[src/rtl/shifter_pkg.sv]
// Shared encodings for the multi-cycle shift/rotate unit.
// SEQ_SHIFTER_ROTATE_EN enables the ROR/ROL modes; without it those encodings are illegal.
package shifter_pkg;

  typedef enum logic [2:0] {
    SHR  = 3'b000,
    SHRA = 3'b001,
    SHL  = 3'b010,
    ROR  = 3'b011,
    ROL  = 3'b100
  } mode_e;

  typedef enum logic [1:0] {
    IDLE  = 2'd0,
    SHIFT = 2'd1,
    DONE  = 2'd2
  } state_e;

  function automatic logic mode_legal(input logic [2:0] m);
`ifdef SEQ_SHIFTER_ROTATE_EN
    return (m == SHR) || (m == SHRA) || (m == SHL) || (m == ROR) || (m == ROL);
`else
    return (m == SHR) || (m == SHRA) || (m == SHL);
`endif
  endfunction

endpackage

[src/rtl/shift_step.sv]
// Combinational single-step shifter: moves value by k bits and reports the last bit out.
// Rotate paths exist only when SEQ_SHIFTER_ROTATE_EN is defined.
module shift_step
  import shifter_pkg::*;
#(
  parameter int unsigned WIDTH = 32,
  localparam int unsigned AMT_W = $clog2(WIDTH)
) (
  input  logic [WIDTH-1:0] value_i,
  input  logic [2:0]       mode_i,
  input  logic [AMT_W-1:0] k_i,
  output logic [WIDTH-1:0] value_c,
  output logic             bit_c
);

  logic [AMT_W:0]   comp_k;
  logic [AMT_W-1:0] idx_r;
  logic [AMT_W-1:0] idx_l;

  always_comb begin
    comp_k  = (AMT_W+1)'(WIDTH) - {1'b0, k_i};
    idx_r   = k_i - AMT_W'(1);
    idx_l   = comp_k[AMT_W-1:0];
    value_c = value_i;
    bit_c   = 1'b0;
    // k=0 is a no-op step with no bit leaving the word
    if (k_i != '0) begin
      case (mode_i)
        SHR: begin
          value_c = value_i >> k_i;
          bit_c   = value_i[idx_r];
        end
        SHRA: begin
          value_c = WIDTH'($signed(value_i) >>> k_i);
          bit_c   = value_i[idx_r];
        end
        SHL: begin
          value_c = value_i << k_i;
          bit_c   = value_i[idx_l];
        end
`ifdef SEQ_SHIFTER_ROTATE_EN
        ROR: begin
          value_c = (value_i >> k_i) | (value_i << comp_k);
          bit_c   = value_i[idx_r];
        end
        ROL: begin
          value_c = (value_i << k_i) | (value_i >> comp_k);
          bit_c   = value_i[idx_l];
        end
`endif
        default: ;
      endcase
    end
  end

endmodule

[src/rtl/seq_shifter.sv]
// Multi-cycle shift/rotate unit: STEP bits per clock, registered result/flags and a done pulse.
// Rotate modes are built only with SEQ_SHIFTER_ROTATE_EN defined.
module seq_shifter
  import shifter_pkg::*;
#(
  parameter int unsigned WIDTH = 32,
  parameter int unsigned STEP  = 1,
  localparam int unsigned AMT_W = $clog2(WIDTH)
) (
  input  logic             Clock,
  input  logic             clear,
  input  logic             start,
  input  logic [2:0]       mode,
  input  logic [WIDTH-1:0] operand,
  input  logic [AMT_W-1:0] amount,
  output logic             busy,
  output logic             done,
  output logic [WIDTH-1:0] result,
  output logic             carry,
  output logic             zero,
  output logic             err
);

  state_e           state_q, state_d;
  logic [2:0]       mode_q, mode_d;
  logic [WIDTH-1:0] value_q, value_d;
  logic [AMT_W-1:0] remaining_q, remaining_d;
  logic             busy_q, busy_d;
  logic             done_q, done_d;
  logic [WIDTH-1:0] result_q, result_d;
  logic             carry_q, carry_d;
  logic             zero_q, zero_d;
  logic             err_q, err_d;

  logic             accept_c;
  logic             last_step_c;
  logic [AMT_W-1:0] k_c;
  logic [WIDTH-1:0] step_value_c;
  logic             step_bit_c;

  // Step size is min(STEP, remaining); only non-zero while shifting
  always_comb begin
    accept_c    = start && (state_q != SHIFT);
    last_step_c = 32'(remaining_q) <= STEP;
    k_c         = '0;
    if (state_q == SHIFT) begin
      k_c = last_step_c ? remaining_q : AMT_W'(STEP);
    end
  end

  shift_step #(.WIDTH(WIDTH)) u_step (
    .value_i (value_q),
    .mode_i  (mode_q),
    .k_i     (k_c),
    .value_c (step_value_c),
    .bit_c   (step_bit_c)
  );

  always_ff @(posedge Clock or posedge clear) begin
    if (clear) state_q <= IDLE;
    else       state_q <= state_d;
  end

  always_comb begin
    state_d = state_q;
    unique case (state_q)
      IDLE, DONE: begin
        if (start) state_d = ((amount == '0) || !mode_legal(mode)) ? DONE : SHIFT;
        else       state_d = IDLE;
      end
      SHIFT:   if (last_step_c) state_d = DONE;
      default: state_d = IDLE;
    endcase
  end

  // Datapath and flag updates; result/flags load only on entry to DONE
  always_comb begin
    mode_d      = mode_q;
    value_d     = value_q;
    remaining_d = remaining_q;
    result_d    = result_q;
    carry_d     = carry_q;
    zero_d      = zero_q;
    err_d       = err_q;
    busy_d      = (state_d == SHIFT);
    done_d      = (state_d == DONE);
    if (accept_c) begin
      mode_d      = mode;
      value_d     = operand;
      remaining_d = amount;
      err_d       = 1'b0;
      if (state_d == DONE) begin
        result_d = operand;
        carry_d  = 1'b0;
        zero_d   = (operand == '0);
        err_d    = !mode_legal(mode);
      end
    end else if (state_q == SHIFT) begin
      value_d     = step_value_c;
      remaining_d = remaining_q - k_c;
      if (last_step_c) begin
        result_d = step_value_c;
        carry_d  = step_bit_c;
        zero_d   = (step_value_c == '0);
      end
    end
  end

  always_ff @(posedge Clock or posedge clear) begin
    if (clear) begin
      mode_q      <= '0;
      value_q     <= '0;
      remaining_q <= '0;
      busy_q      <= 1'b0;
      done_q      <= 1'b0;
      result_q    <= '0;
      carry_q     <= 1'b0;
      zero_q      <= 1'b0;
      err_q       <= 1'b0;
    end else begin
      mode_q      <= mode_d;
      value_q     <= value_d;
      remaining_q <= remaining_d;
      busy_q      <= busy_d;
      done_q      <= done_d;
      result_q    <= result_d;
      carry_q     <= carry_d;
      zero_q      <= zero_d;
      err_q       <= err_d;
    end
  end

  assign busy   = busy_q;
  assign done   = done_q;
  assign result = result_q;
  assign carry  = carry_q;
  assign zero   = zero_q;
  assign err    = err_q;

endmodule

[config.mk]
export PLATFORM = sky130hd
export DESIGN_NAME = seq_shifter
export DESIGN_NICKNAME = d
export VERILOG_FILES = /design/src/rtl/shifter_pkg.sv /design/src/rtl/shift_step.sv /design/src/rtl/seq_shifter.sv
export SDC_FILE = /design/constraint.sdc
export NUM_CORES = 1
export LEC_CHECK = 0
export ABC_CLOCK_PERIOD_IN_PS = 4200
export CAP_MARGIN = 10
export CELL_PAD_IN_SITES_DETAIL_PLACEMENT = 1
export CELL_PAD_IN_SITES_GLOBAL_PLACEMENT = 2
export CORE_MARGIN = 8
export CORE_UTILIZATION = 32
export DETAILED_ROUTE_END_ITERATION = 10
export PLACE_DENSITY_LB_ADDON = 0.15
export SYNTH_ARGS = -nofsm -noshare
export SYNTH_HDL_FRONTEND = slang
export SYNTH_SLANG_ARGS = --single-unit
[constraint.sdc]
create_clock -name Clock -period 4.2 [get_ports Clock]
set_input_delay 0.42 -clock Clock [delete_from_list [all_inputs] [get_ports Clock]]
set_output_delay 0.42 -clock Clock [all_outputs]
set_load 0.05 [all_outputs]
== Word level (Yosys, flattened, before mapping) ==
Cells that the tools add are included.
Operators by class
  add/subtract/negate cells: 3
  order comparisons: 3
  equal/unequal tests: 10
  shifts and indexed selects: 3
  muxes and demuxes: 31
  reduce and logical (&&, ||, !) cells: 17
Operators by type and width (number)
  two-way mux 32 bit: 7
  case mux 32 bit (3 select lines): 1
  logical NOT 32 bit: 2
  << shifter 32 x 5 -> 32 bit: 1
  >> shifter 32 x 5 -> 32 bit: 1
  >>> shifter 32 x 5 -> 32 bit: 1
  two-way mux 5 bit: 4
  less-than comparator 5 x 6 -> 1 bit (second input constant): 2
  two-way mux 1 bit: 12
  binary-select mux 1 bit (select 5 bit): 2
  == test 3 x 1 -> 1 bit (second input constant): 2
  == test 3 x 2 -> 1 bit (second input constant): 2
  logical NOT 3 bit: 2
  two-way mux 2 bit: 3
  <= comparator 5 x 1 -> 1 bit (second input constant): 1
  logical NOT 5 bit: 1
  nonzero test 5 bit: 1
  subtractor 1 x 5 -> 5 bit (first input constant): 1
  subtractor 5 x 1 -> 5 bit (second input constant): 1
  subtractor 5 bit: 1
  == test 2 x 1 -> 1 bit (second input constant): 2
  == test 2 bit (second input constant): 2
  case mux 2 bit (2 select lines): 1
  nonzero test 2 bit: 2
  other kinds (9): 12
Storage, ports and cells
  flip-flop bits (word level): 79
  bits of input ports: 43
  output and inout port bits: 37
  word-level logic and storage cells: 77

== Logic depth before layout (Yosys ltp) ==
Gate-level depths: netlist of run 1.
  word-level depth: 11
  mapped depth: 17
  mapped depth without buffers: 12

== Cells and area by module ==
From an unflattened synthesis of run 1, not the netlist that was laid out.
Unflattened totals
  cell total of the unflattened synthesis: 982
  area total of the unflattened synthesis: 8977.4 µm²
Modules (own cells, without submodules)
  shift_step: instances 1, cells each 640, area each 4852.2 µm², sequential area each 0.0 µm²
  seq_shifter: instances 1, cells each 342, area each 4125.2 µm², sequential area each 1976.9 µm²

== Worst setup path before layout of run 1 ==
Ideal clock, no wire load.
  kind: reg-to-reg
  from: register remaining_q[4]
  to: register zero_q (netlist: zero)
  setup time: 0.076 ns
  arrival time: 3.611 ns
  data required time: 4.124 ns
  slack: 0.513 ns
  cell stages (with the launch flop): 17
  buffers on the path: 4
  clock period less this slack: 3.687 ns
  cell sequence: dfrtp_1 -> nor4_4 -> a21oi_4 -> clkinv_4 -> buf_2 -> buf_2 -> ha_1 -> clkbuf_1 -> clkbuf_1 -> ha_1 -> nor3_1 -> a22oi_1 -> mux2i_1 -> nor4_1 -> nand4_1 -> or4_1 -> o21ai_1
On the way
  cells in the longest elaborated chain, start to end: 10
  elaborated cells between the ends (all ways): 19
  classes of those cells: order compare (1); eq/ne (2); shift (3); mux (9); reduce/logical (4)
Ends and longest elaborated chain
  start, declared: RTL line seq_shifter.sv:27  | logic [AMT_W-1:0] remaining_q, remaining_d;
  start signal, assigned: RTL line seq_shifter.sv:123  | remaining_q <= remaining_d;
  <= comparator 5 x 1 -> 1 bit: RTL line seq_shifter.sv:44  | last_step_c = 32'(remaining_q) <= STEP;
  two-way mux 5 bit: RTL line seq_shifter.sv:47  | k_c = last_step_c ? remaining_q : AMT_W'(STEP);
  two-way mux 5 bit: RTL line seq_shifter.sv:46  | if (state_q == SHIFT) begin
  << shifter 32 x 5 -> 32 bit, or another cell as far along: RTL line shift_step.sv:38  | value_c = value_i << k_i;
  case mux 32 bit (3 select lines): RTL line shift_step.sv:28  | case (mode_i)
  two-way mux 32 bit: RTL line shift_step.sv:27  | if (k_i != '0) begin
  logical NOT 32 bit: RTL line seq_shifter.sv:104  | zero_d = (step_value_c == '0);
  two-way mux 1 bit: RTL line seq_shifter.sv:101  | if (last_step_c) begin
  two-way mux 1 bit: RTL line seq_shifter.sv:98  | end else if (state_q == SHIFT) begin
  two-way mux 1 bit: RTL line seq_shifter.sv:87  | if (accept_c) begin
  end signal, assigned: RTL line seq_shifter.sv:128  | zero_q <= zero_d;
  end, declared: RTL line seq_shifter.sv:32  | logic zero_q, zero_d;
Parallel ways exist; a longest one is shown, timed or not. The select of a mux whose other input is x is not followed.
A chain may end at the register's enable or synchronous reset.

== Worst setup path after layout of run 1 ==
Ends and elaborated chain as after synthesis.

==> results of run 1 <==
==> worst max-delay path, cell delays in order (launching register included) <==
cell      delay (ns)
dfrtp_1         0.44
nor4_4          0.44
a21oi_4         0.16
clkinv_4        0.21
ha_1            0.22
ha_1            0.26
buf_4           0.24
nor3_1          0.07
buf_4           0.22
a22oi_1         0.20
mux2i_1         0.13
nor4_1          0.38
nand4_1         0.14
or4_1           0.52
o21ai_1         0.12
==> cell families after synthesis <==
| group | after synthesis | synth area share |
|---|---|---|
| and+or+nand+nor | 202 | 0.211 |
| AOI/OAI and AO/OA | 143 | 0.206 |
| DFF | 79 | 0.439 |
| buffers and inverters | 40 | 0.0434 |
| muxes | 24 | 0.0764 |
| adders and majority gates | 7 | 0.0211 |
| other | 2 | 0.00167 |
| xor gates and xnor gates | 1 | 0.00195 |
==> layer usage <==
metal	up-vias	part of all wire
li1	1945	-
met1	2086	0.46
met2	114	0.47
met3	15	0.047
met4	0	0.019
met5	-	0
==> layout by cell type, fill, tap and decap left out, types with 3 or more instances in the layout <==
cell type	Yosys	layout
o21ai_0	28	28
a21oi_1	41	41
dfrtp_1	79	79
nand4_1	5	5
clkdlybuf4s50_1	0	79
nand2_1	108	108
nor3_1	8	8
nor4_1	11	11
a22o_1	7	7
buf_4	2	11
o31ai_1	9	9
mux2i_1	4	4
mux2_2	13	13
conb_1	2	6
nor2_1	44	44
or4_1	3	3
clkinv_2	0	4
a22oi_1	15	15
inv_1	7	6
a31oi_1	4	4
o21ai_1	14	14
mux4_2	7	7
ha_1	6	6
clkbuf_16	0	9
o22ai_1	4	4
==> area by class of cell <==
| cell class | count | area, sq um |
|---|---|---|
| Inverter | 10 | 43.8 |
| Clock inverter | 4 | 45.0 |
| Clock buffer | 12 | 246 |
| Sequential cell | 79 | 1980 |
| Tap cell | 180 | 225 |
| Timing Repair Buffer | 91 | 893 |
| Fill cell | 1597 | 8050 |
| Multi-Input combinational cell | 383 | 2350 |
==> flip-flops by register name, summed over array words and instances, names as in the netlist <==
register     count
carry            1
state_q          2
done             1
result          32
remaining_q      5
busy             1
zero             1
value_q         32
mode_q           3
err              1
==> Yosys cell counts (3+ instances only) <==
cell type,n
nand2_1,108
dfrtp_1,79
nor2_1,44
a21oi_1,41
o21ai_0,28
a22oi_1,15
clkbuf_1,15
o21ai_1,14
mux2_2,13
nor4_1,11
o31ai_1,9
buf_2,8
nor3_1,8
a22o_1,7
inv_1,7
mux4_2,7
ha_1,6
nand4_1,5
a31oi_1,4
mux2i_1,4
o22ai_1,4
buf_6,3
or4_1,3
==> through the flow <==
stage | cell area (sq um) | setup WS [ns] | hold WS (ns) | utilization
after detailed placement | 5490 | 0.364 | 0.456 | 0.397
after floorplan | 4520 | 0.513 | 0.525 | -
after CTS | 5780 | 0.352 | 0.478 | 0.418
after global placement | 5490 | 0.545 | 0.454 | 0.397
final | 5780 | 0.354 | 0.471 | 0.418
after global routing | 5780 | 0.0245 | 0.509 | 0.418
==> power by group <==
group          switching [mW]  leakage (nW)  internal, mW  total (mW)
registers               0.486         0.973          1.11        1.59
clock network           0.316         0.146         0.474       0.790
logic                    1.67          1.27          1.01        2.68
total                    2.47          2.39          2.59        5.06
==> worst max path at each step <==
stage	startpoint	end	slack, ns
after detailed placement	remaining_q[4]	zero	0.36
after global routing	remaining_q[4]	zero	0.02
final	remaining_q[4]	zero	0.35
after global placement	remaining_q[4]	zero	0.55
after CTS	remaining_q[4]	zero	0.35
after floorplan	remaining_q[4]	zero	0.51
==> results.yml, run 1 <==
job:
  max_cap_viol_count: 0
logic_synthesis:
  synth-edff-count: 0
  yosysWarnings: 0
  netlist_area_sq_um: 4500
  avgSynthCellArea_sq_um: 9.04
  yosysTopAreaCellShare: 0.439
  synth_seq_area_share: 0.439
  synth_seq_cells: 79
  synth_area_leader_cell: "dfrtp_1"
  async_flop_share: 1.00
  synth_cells: 498
  netlist-cell-type-count: 65
  synthFlopType: "dfrtp_1"
  synth_area_leaders: "dfrtp_1 44%, nand2_1 9.0%, a21oi_1 4.6%"
grt:
  grt_pass1_wl_microns: 27300
  grt_pass1_vias: 4547
  grtUsageMet3: 0.0416
  grt_use_met1: 0.259
  grt-busiest-layer: "met2"
  grt_max_degree: 55
  track_usage: 0.196
  use_met2: 0.309
  antenna_found_initial: 0
  grt-ovfl-total: 0
finish:
  syn_to_final_growth_pct: 28.3
  drive_above_1_share: 0.117
  diodes: 0
  nNetsFinal: 624
  layoutNonFillerInstCount: 759
detailed_routing:
  first_pass_iters: 4
  wire_per_inst_microns: 22.3
  drc_errors: 0
  wl_microns: 16900
  viasPerCell: 5.48
  via_count: 4160
  drtIter0Drc: 318
  ant_nets: 0
power_and_ir_drop:
  power_mw: 5.06
  max-vdd-ir-drop_mv: 0.281
  powerDensity_nw_per_um2: 876
  p_leak_nw: 2.39
hold_path:
  hold_depth: 2
  hold_start: "result[23]"
  hold-path-endpoint: "result[23]"
  hold_class: "register to register"
floorplanning:
  top_level_ports: 80
  dieArea_sq_um: 18100
  die_w_microns: 135
  core_area_sq_um: 13800
  rows: 43
  die_h_microns: 135
  start_util: 0.326
placement:
  place_inst: 743
  portBuffers: 79
  dp_hpwl_microns: 13100
  gp_congestion: 0.895
setup_path:
  crit_required_ns: 4.47
  rr_worst_depth: 14
  r2r_setup_slack_ns: 0.35
  cp-start-kind: "register"
  cp_max_fo: 28
  regToRegStartpoint: "remaining_q[4]"
  cp.arrival_ns: 4.12
  endpoint_kind: "register"
  path_class: "register to register"
  r2r-end: "zero"
clock_network:
  cts_sinks: 79
  ctsResizeCount: 0
  clkLatencyLatePin_ns: 0.35
  cts_root_buf: "clkbuf_16"
  cts_buffers: 9
  cts_max_level: 3
  ctsHoldBuffers: 0
  postCtsSetupBuffers: 0
  cts_tree: "yes"
  cts.path.max_buffers: 2
  cts.clk_slew.worst_paths_ns: 0.06
outcome:
  outcome: "finished clean"
timing:
  setup_violations: 0
  fin_crit_sh: 0.916
  worstMarginPinSlew_ns: 0.962
  maxSlewHeadroom: 0.358
  slew_viol_final: 0
  rsz0062_at_grt: "false"
  hold_violations: 0
  finalClockSkew_ns: 0.00529
  fin_crit_ns: 3.85
  fmax_mhz: 260
  finalSetupTns_ns: 0
No activity file was read; power rests on OpenSTA's default activity.
==> run 2: changes to the inputs <==
- GPL_ROUTABILITY_DRIVEN: not set -> 0
- SLEW_MARGIN: not set -> 0
==> results.yml, run 2 (synthesized netlist as in run 1, its figures left out) <==
timing:
  slew_viol_final: 0
  holdWs_ns: 0.471
  finalSetupTns_ns: 0
  rsz0062_at_grt: "false"
  setup_violations: 0
  fin_crit_sh: 0.850
  fmax_mhz: 280
  finalClockSkew_ns: 0.00975
  worstMarginPinSlew_ns: 1.06
  fin_crit_ns: 3.57
  maxSlewHeadroom: 0.294
  hold_violations: 0
clock_network:
  cts_buffers: 9
  ctsHoldBuffers: 0
  cts_tree: "yes"
  clkLatencyLatePin_ns: 0.35
  cts_max_level: 3
  cts_root_buf: "clkbuf_16"
  ctsResizeCount: 0
  cts_sinks: 79
  cts.path.max_buffers: 2
  postCtsSetupBuffers: 0
  cts.clk_slew.worst_paths_ns: 0.06
grt:
  grt_max_degree: 51
  track_usage: 0.184
  grt_pass1_vias: 4492
  antenna_found_initial: 0
  grt-ovfl-total: 0
  grt_pass1_wl_microns: 25800
setup_path:
  regToRegStartpoint: "remaining_q[1]"
  cp_slowest_cell: "or4_1"
  crit_required_ns: 4.47
  crit_start: "remaining_q[1]"
  cp.arrival_ns: 3.84
  worstPathCellList: "nor4_4 -> a21oi_4 -> clkinv_4 -> ha_1 -> ha_1 -> buf_4 -> nor3_1 -> buf_4 -> a22oi_1 -> a21oi_1 -> nor4_1 -> nand4_1 -> or4_1 -> o21ai_1"
  endpoint_kind: "register"
  cp-start-kind: "register"
  crit_path_max_incr_delay_ns: 0.53
  cp_max_fo: 15
  path_class: "register to register"
floorplanning:
  die_h_microns: 135
  start_util: 0.326
  die_w_microns: 135
  core_area_sq_um: 13800
  dieArea_sq_um: 18100
  top_level_ports: 80
  rows: 43
detailed_routing:
  first_pass_iters: 5
  wire_per_inst_microns: 21.7
  drc_errors: 0
  drtIter0Drc: 262
  ant_nets: 0
  wl_microns: 16400
  viasPerCell: 5.57
  via_count: 4220
hold_path:
  hold_start: "result[17]"
  hold_class: "register to register"
power_and_ir_drop:
  powerDensity_nw_per_um2: 866
  max-vdd-ir-drop_mv: 0.376
  power_switching_share: 0.492
  p_comb_frac: 0.531
  p_leak_nw: 2.37
  intPower_mw: 2.53
  clockPowerShare: 0.147
  p_sw_mw: 2.45
  seq_power_share: 0.321
finish:
  syn_to_final_growth_pct: 27.6
  regArea_sq_um: 1980
  drive_above_1_share: 0.118
  nNetsFinal: 624
  fin_util: 0.416
  fillCellCount: 1595
  multi_input_area_sq_um: 2350
  diodes: 0
  fin_area_sq_um: 5750
  final_common_cell: "nand2_1"
  layoutNonFillerInstCount: 757
  final_cell_mix: "108 x nand2_1, 79 x dfrtp_1, 79 x clkdlybuf4s50_1"
placement:
  place_inst: 743
  portBuffers: 79
  placed_area_sq_um: 5470
  dp_hpwl_microns: 12500
job:
  max_cap_viol_count: 0
outcome:
  outcome: "finished clean"
run 2: changes by cell type in the layout (fill, tap and decap cells not counted):
cell,delta
buf_4,+1
clkinv_2,-2
clkbuf_1,-2
buf_12,-1
bufinv_16,-1
clkbuf_8,+1
clkinvlp_4,+2
run 2: worst paths after layout:
| kind | slack [ns] | cells after the start | endpoint |
|---|---|---|---|
| max in group asynchronous | 2.71 | 3 | result[22] |
| worst max-delay path | 0.63 | 14 | zero |
| worst min-delay path | 0.47 | 2 | result[17] |
| worst min register to register | 0.47 | 2 | result[17] |
| min in group asynchronous | 0.55 | 2 | done |
| worst max register to register | 0.63 | 14 | zero |
run 2: per-layer routing:
layer  GRT usage  part of all wire  vias to the layer above
li1            -                 -                     1942
met1       0.236              0.44                     2124
met2       0.292              0.48                      127
met3      0.0461             0.051                       27
met4      0.0749             0.028                        0
met5           0                 0                        -
run 2: worst max-delay path: cells and delay by family (launching register included):
family                   cells  cell delay (ns)
AND/OR/NAND/NOR              5             1.43
AO/OA/AOI/OAI                4             0.65
adder cells (fa/ha/maj)      2             0.44
buffers and inverters        3             0.52
flip-flops                   1             0.45
run 2: stage by stage:
stage | power (mW) | setup WS (ns)
5_1_grt | 5.27 | 0.388
3_5_place_dp | 4.25 | 0.633
2_1_floorplan | 3.30 | 0.513
6_report | 4.98 | 0.629
4_1_cts | 5.01 | 0.615
3_3_place_gp | 4.20 | 0.812
run 2: power by group through the flow:
stage | Combinational, mW | Sequential, mW | Clock [mW]
after floorplan | 1.37 | 1.92 | 0
after global placement | 2.62 | 1.58 | 0
after detailed placement | 2.65 | 1.60 | 0
after CTS | 2.66 | 1.59 | 0.755
after global routing | 2.86 | 1.64 | 0.778
final | 2.64 | 1.60 | 0.733
run 2: layout make-up:
type	instances	area share
Clock buffer	11	0.0440
Clock inverter	3	0.00348
Multi-Input combinational cell	383	0.408
Tap cell	180	0.0392
Inverter	10	0.00762
Timing Repair Buffer	91	0.153
Sequential cell	79	0.344
==> edit 1, RTL diff (flow settings as in run 1) <==
`WIDTH` is set to 32 in 2 places; all go to 16.
--- a/src/rtl/shift_step.sv
+++ b/src/rtl/shift_step.sv
@@ -5,3 +5,3 @@
 #(
-  parameter int unsigned WIDTH = 32,
+  parameter int unsigned WIDTH = 16,
   localparam int unsigned AMT_W = $clog2(WIDTH)
--- a/src/rtl/seq_shifter.sv
+++ b/src/rtl/seq_shifter.sv
@@ -5,3 +5,3 @@
 #(
-  parameter int unsigned WIDTH = 32,
+  parameter int unsigned WIDTH = 16,
   parameter int unsigned STEP  = 1,
Interface: changed (resized amount, operand and result); port bits go from 80 to 47. No check against the original RTL was run, so the function may have changed too.
==> edit 1 against run 1 <==
  * Total power fell by 47%
  * Setup slack improved by 0.52 ns
  * Count of clock-buffer cells in the layout is 6 lower
  * Synthesized area decreased by 42%
  * Design area decreased by 43%
  * Wire length is 52% lower
  * Non-clock buffer count down 44
  * Sequential cell count shrank 33
  * Critical path type unchanged
  * Critical endpoint is now result[0]
==> edit 1: results (changes against run 1) <==
[critical_path]
cp_top_family = simple AND/OR/NAND/NOR gates
worst-endpoint-arrival_ns = 3.50  ; -0.62 ns
critical_path.max_fanout = 14  ; -50%
max_stage_delay_ns = 0.51
crit_slowest_cell = sky130_fd_sc_hd__nor2_1

[placed_design]
gpl.final_weighted_congestion = 0.769  ; -14%
dp.final_hpwl_microns = 5850  ; -55%
dpl_cell_area_sq_um = 3150  ; -42%
numPlacedInstances = 403  ; -46%
io_buffer_count = 46  ; -42%

[clock_tree]
cts.reportedPaths.clkPinSlew_ns = 0.09  ; +0.03 ns
root_buffer = sky130_fd_sc_hd__clkbuf_8
cts-htree-levels = 2  ; -1
post_cts.resized_instances = 0  ; unchanged
clk_latency_ns = 0.30  ; -0.05 ns
max-clock-path-buffers = 2  ; unchanged
cts_made_buffers = 5  ; -4
post-cts-setup-buffer-count = 0  ; unchanged

[sta]
clock-skew-final_ns = 0.0157  ; +0.0105 ns
slew-limit-headroom_pct = 33.4  ; -2.4 points
setup_tns_ns = 0  ; unchanged

[synth]
synth_cells = 265  ; -47%
post_synth_most_frequent_cells = sky130_fd_sc_hd__dfrtp_1, sky130_fd_sc_hd__nor2_1, sky130_fd_sc_hd__nand2_1
total_number_of_yosys_warnings = 0  ; unchanged
ys_seq_area_share_pct = 43.8  ; -0.12 points
post_synth_main_area_contributors = sky130_fd_sc_hd__dfrtp_1, sky130_fd_sc_hd__mux2_2, sky130_fd_sc_hd__nor2_1, sky130_fd_sc_hd__nand2_1, sky130_fd_sc_hd__a221oi_2
asyncSetResetFlopFracSynth_pct = 100  ; unchanged
synth_cell_types = 56  ; -14%
syn-num-nets = 294

[finish]
finalNetCount = 334  ; -46%
n_fill_cell = 952  ; -40%
multiInputGateArea_sq_um = 1370  ; -42%
final_cell_count_no_fill = 411  ; -46%
drive_gt1_share_pct = 14.4  ; +2.6 points

[drt]
totalWireLength_microns = 8050  ; -52%
drtIter0Drc = 102  ; -68%
average_via_count_per_standard_cell = 5.45  ; -0.52%
detail_route.first_pass.iterations = 5  ; +1

[global_route]
grt_max_degree = 47  ; -15%
via_count_of_the_first_global_routing_pass = 2399  ; -47%
grt_resource_usage_total_pct = 14.7  ; -4.9 points
antenna_found_initial = 0  ; unchanged
grt_first_pass_wirelength_microns = 13400  ; -51%

[worst_hold_path]
min_path_type = reg2reg

[power]
p_int_mw = 1.38  ; -46%
worst_ir_drop_vdd_v = 0.000374  ; +33%
cellLeakagePower_nw = 1.23  ; -48%

[run_status]
status = finished clean

edit 1: cell count changes in the layout (fill, tap and decap cells not counted), moves of 14 or more:
| cell | run 1 | this run |
|---|---|---|
| sky130_fd_sc_hd__nand2_1 | 108 | 29 |
| sky130_fd_sc_hd__a21oi_1 | 41 | 10 |
| sky130_fd_sc_hd__a22oi_1 | 15 | 1 |
| sky130_fd_sc_hd__dfrtp_1 | 79 | 46 |
| sky130_fd_sc_hd__o21ai_0 | 28 | 11 |
| sky130_fd_sc_hd__clkdlybuf4s50_1 | 79 | 46 |
edit 1: metal layers:
layer	vias to the layer above	wire, microns	GRT usage, %
met1	1146	4080	20.5
li1	1048	-	-
met5	-	0	0
met2	43	3690	23.3
met4	0	49	3.02
met3	4	221	2.52
edit 1: power groups by stage:
stage                     Combinational, mW  Clock, mW  Sequential [mW]
after floorplan                       0.758          0             1.12
after global placement                 1.40          0            0.929
after detailed placement               1.41          0            0.932
after CTS                              1.41      0.345            0.924
after global routing                   1.51      0.363            0.964
final                                  1.40      0.334            0.924
edit 1: worst paths after layout:
kind | startpoint | end | slack, ns | cells past startpoint
min in group asynchronous | clear | result[3] | 0.65 | 2
worst max-delay path | state_q[1] | result[0] | 0.88 | 9
worst min-delay path | err | err | 0.49 | 2
worst max register to register | state_q[1] | result[0] | 0.88 | 9
max in group asynchronous | clear | state_q[1] | 2.95 | 2
worst min register to register | err | err | 0.49 | 2
edit 1: cells by family after synthesis:
group                    share of synthesized area, %
other                                           0.286
multiplexers                                     9.47
adder cells (fa/ha/maj)                          1.71
AND/OR/NAND/NOR                                  21.0
flip-flops                                       43.8
AO/OA/AOI/OAI                                    19.7
buffers and inverters                            4.09
edit 1: final cells by class:
cell class / instances / share of cell area (%)
sequential: 46 / 35.3
timing repair buffer: 47 / 14.3
multi-input combinational: 196 / 42.0
clock buffer: 6 / 2.22
clock inverter: 2 / 1.15
tap: 105 / 4.02
inverter: 9 / 1.03
edit 1: stage by stage:
stage | setup WS (ns) | power, mW
final | 0.878 | 2.66
after floorplan | 1.44 | 1.88
after global placement | 1.03 | 2.33
after CTS | 0.868 | 2.68
after detailed placement | 0.892 | 2.34
after global routing | 0.577 | 2.84
edit 1: worst min-delay path: stages, from the launching register on:
cell and delay, ns:
sky130_fd_sc_hd__dfrtp_1 0.35, sky130_fd_sc_hd__nand2_1 0.05, sky130_fd_sc_hd__o21ai_0 0.06
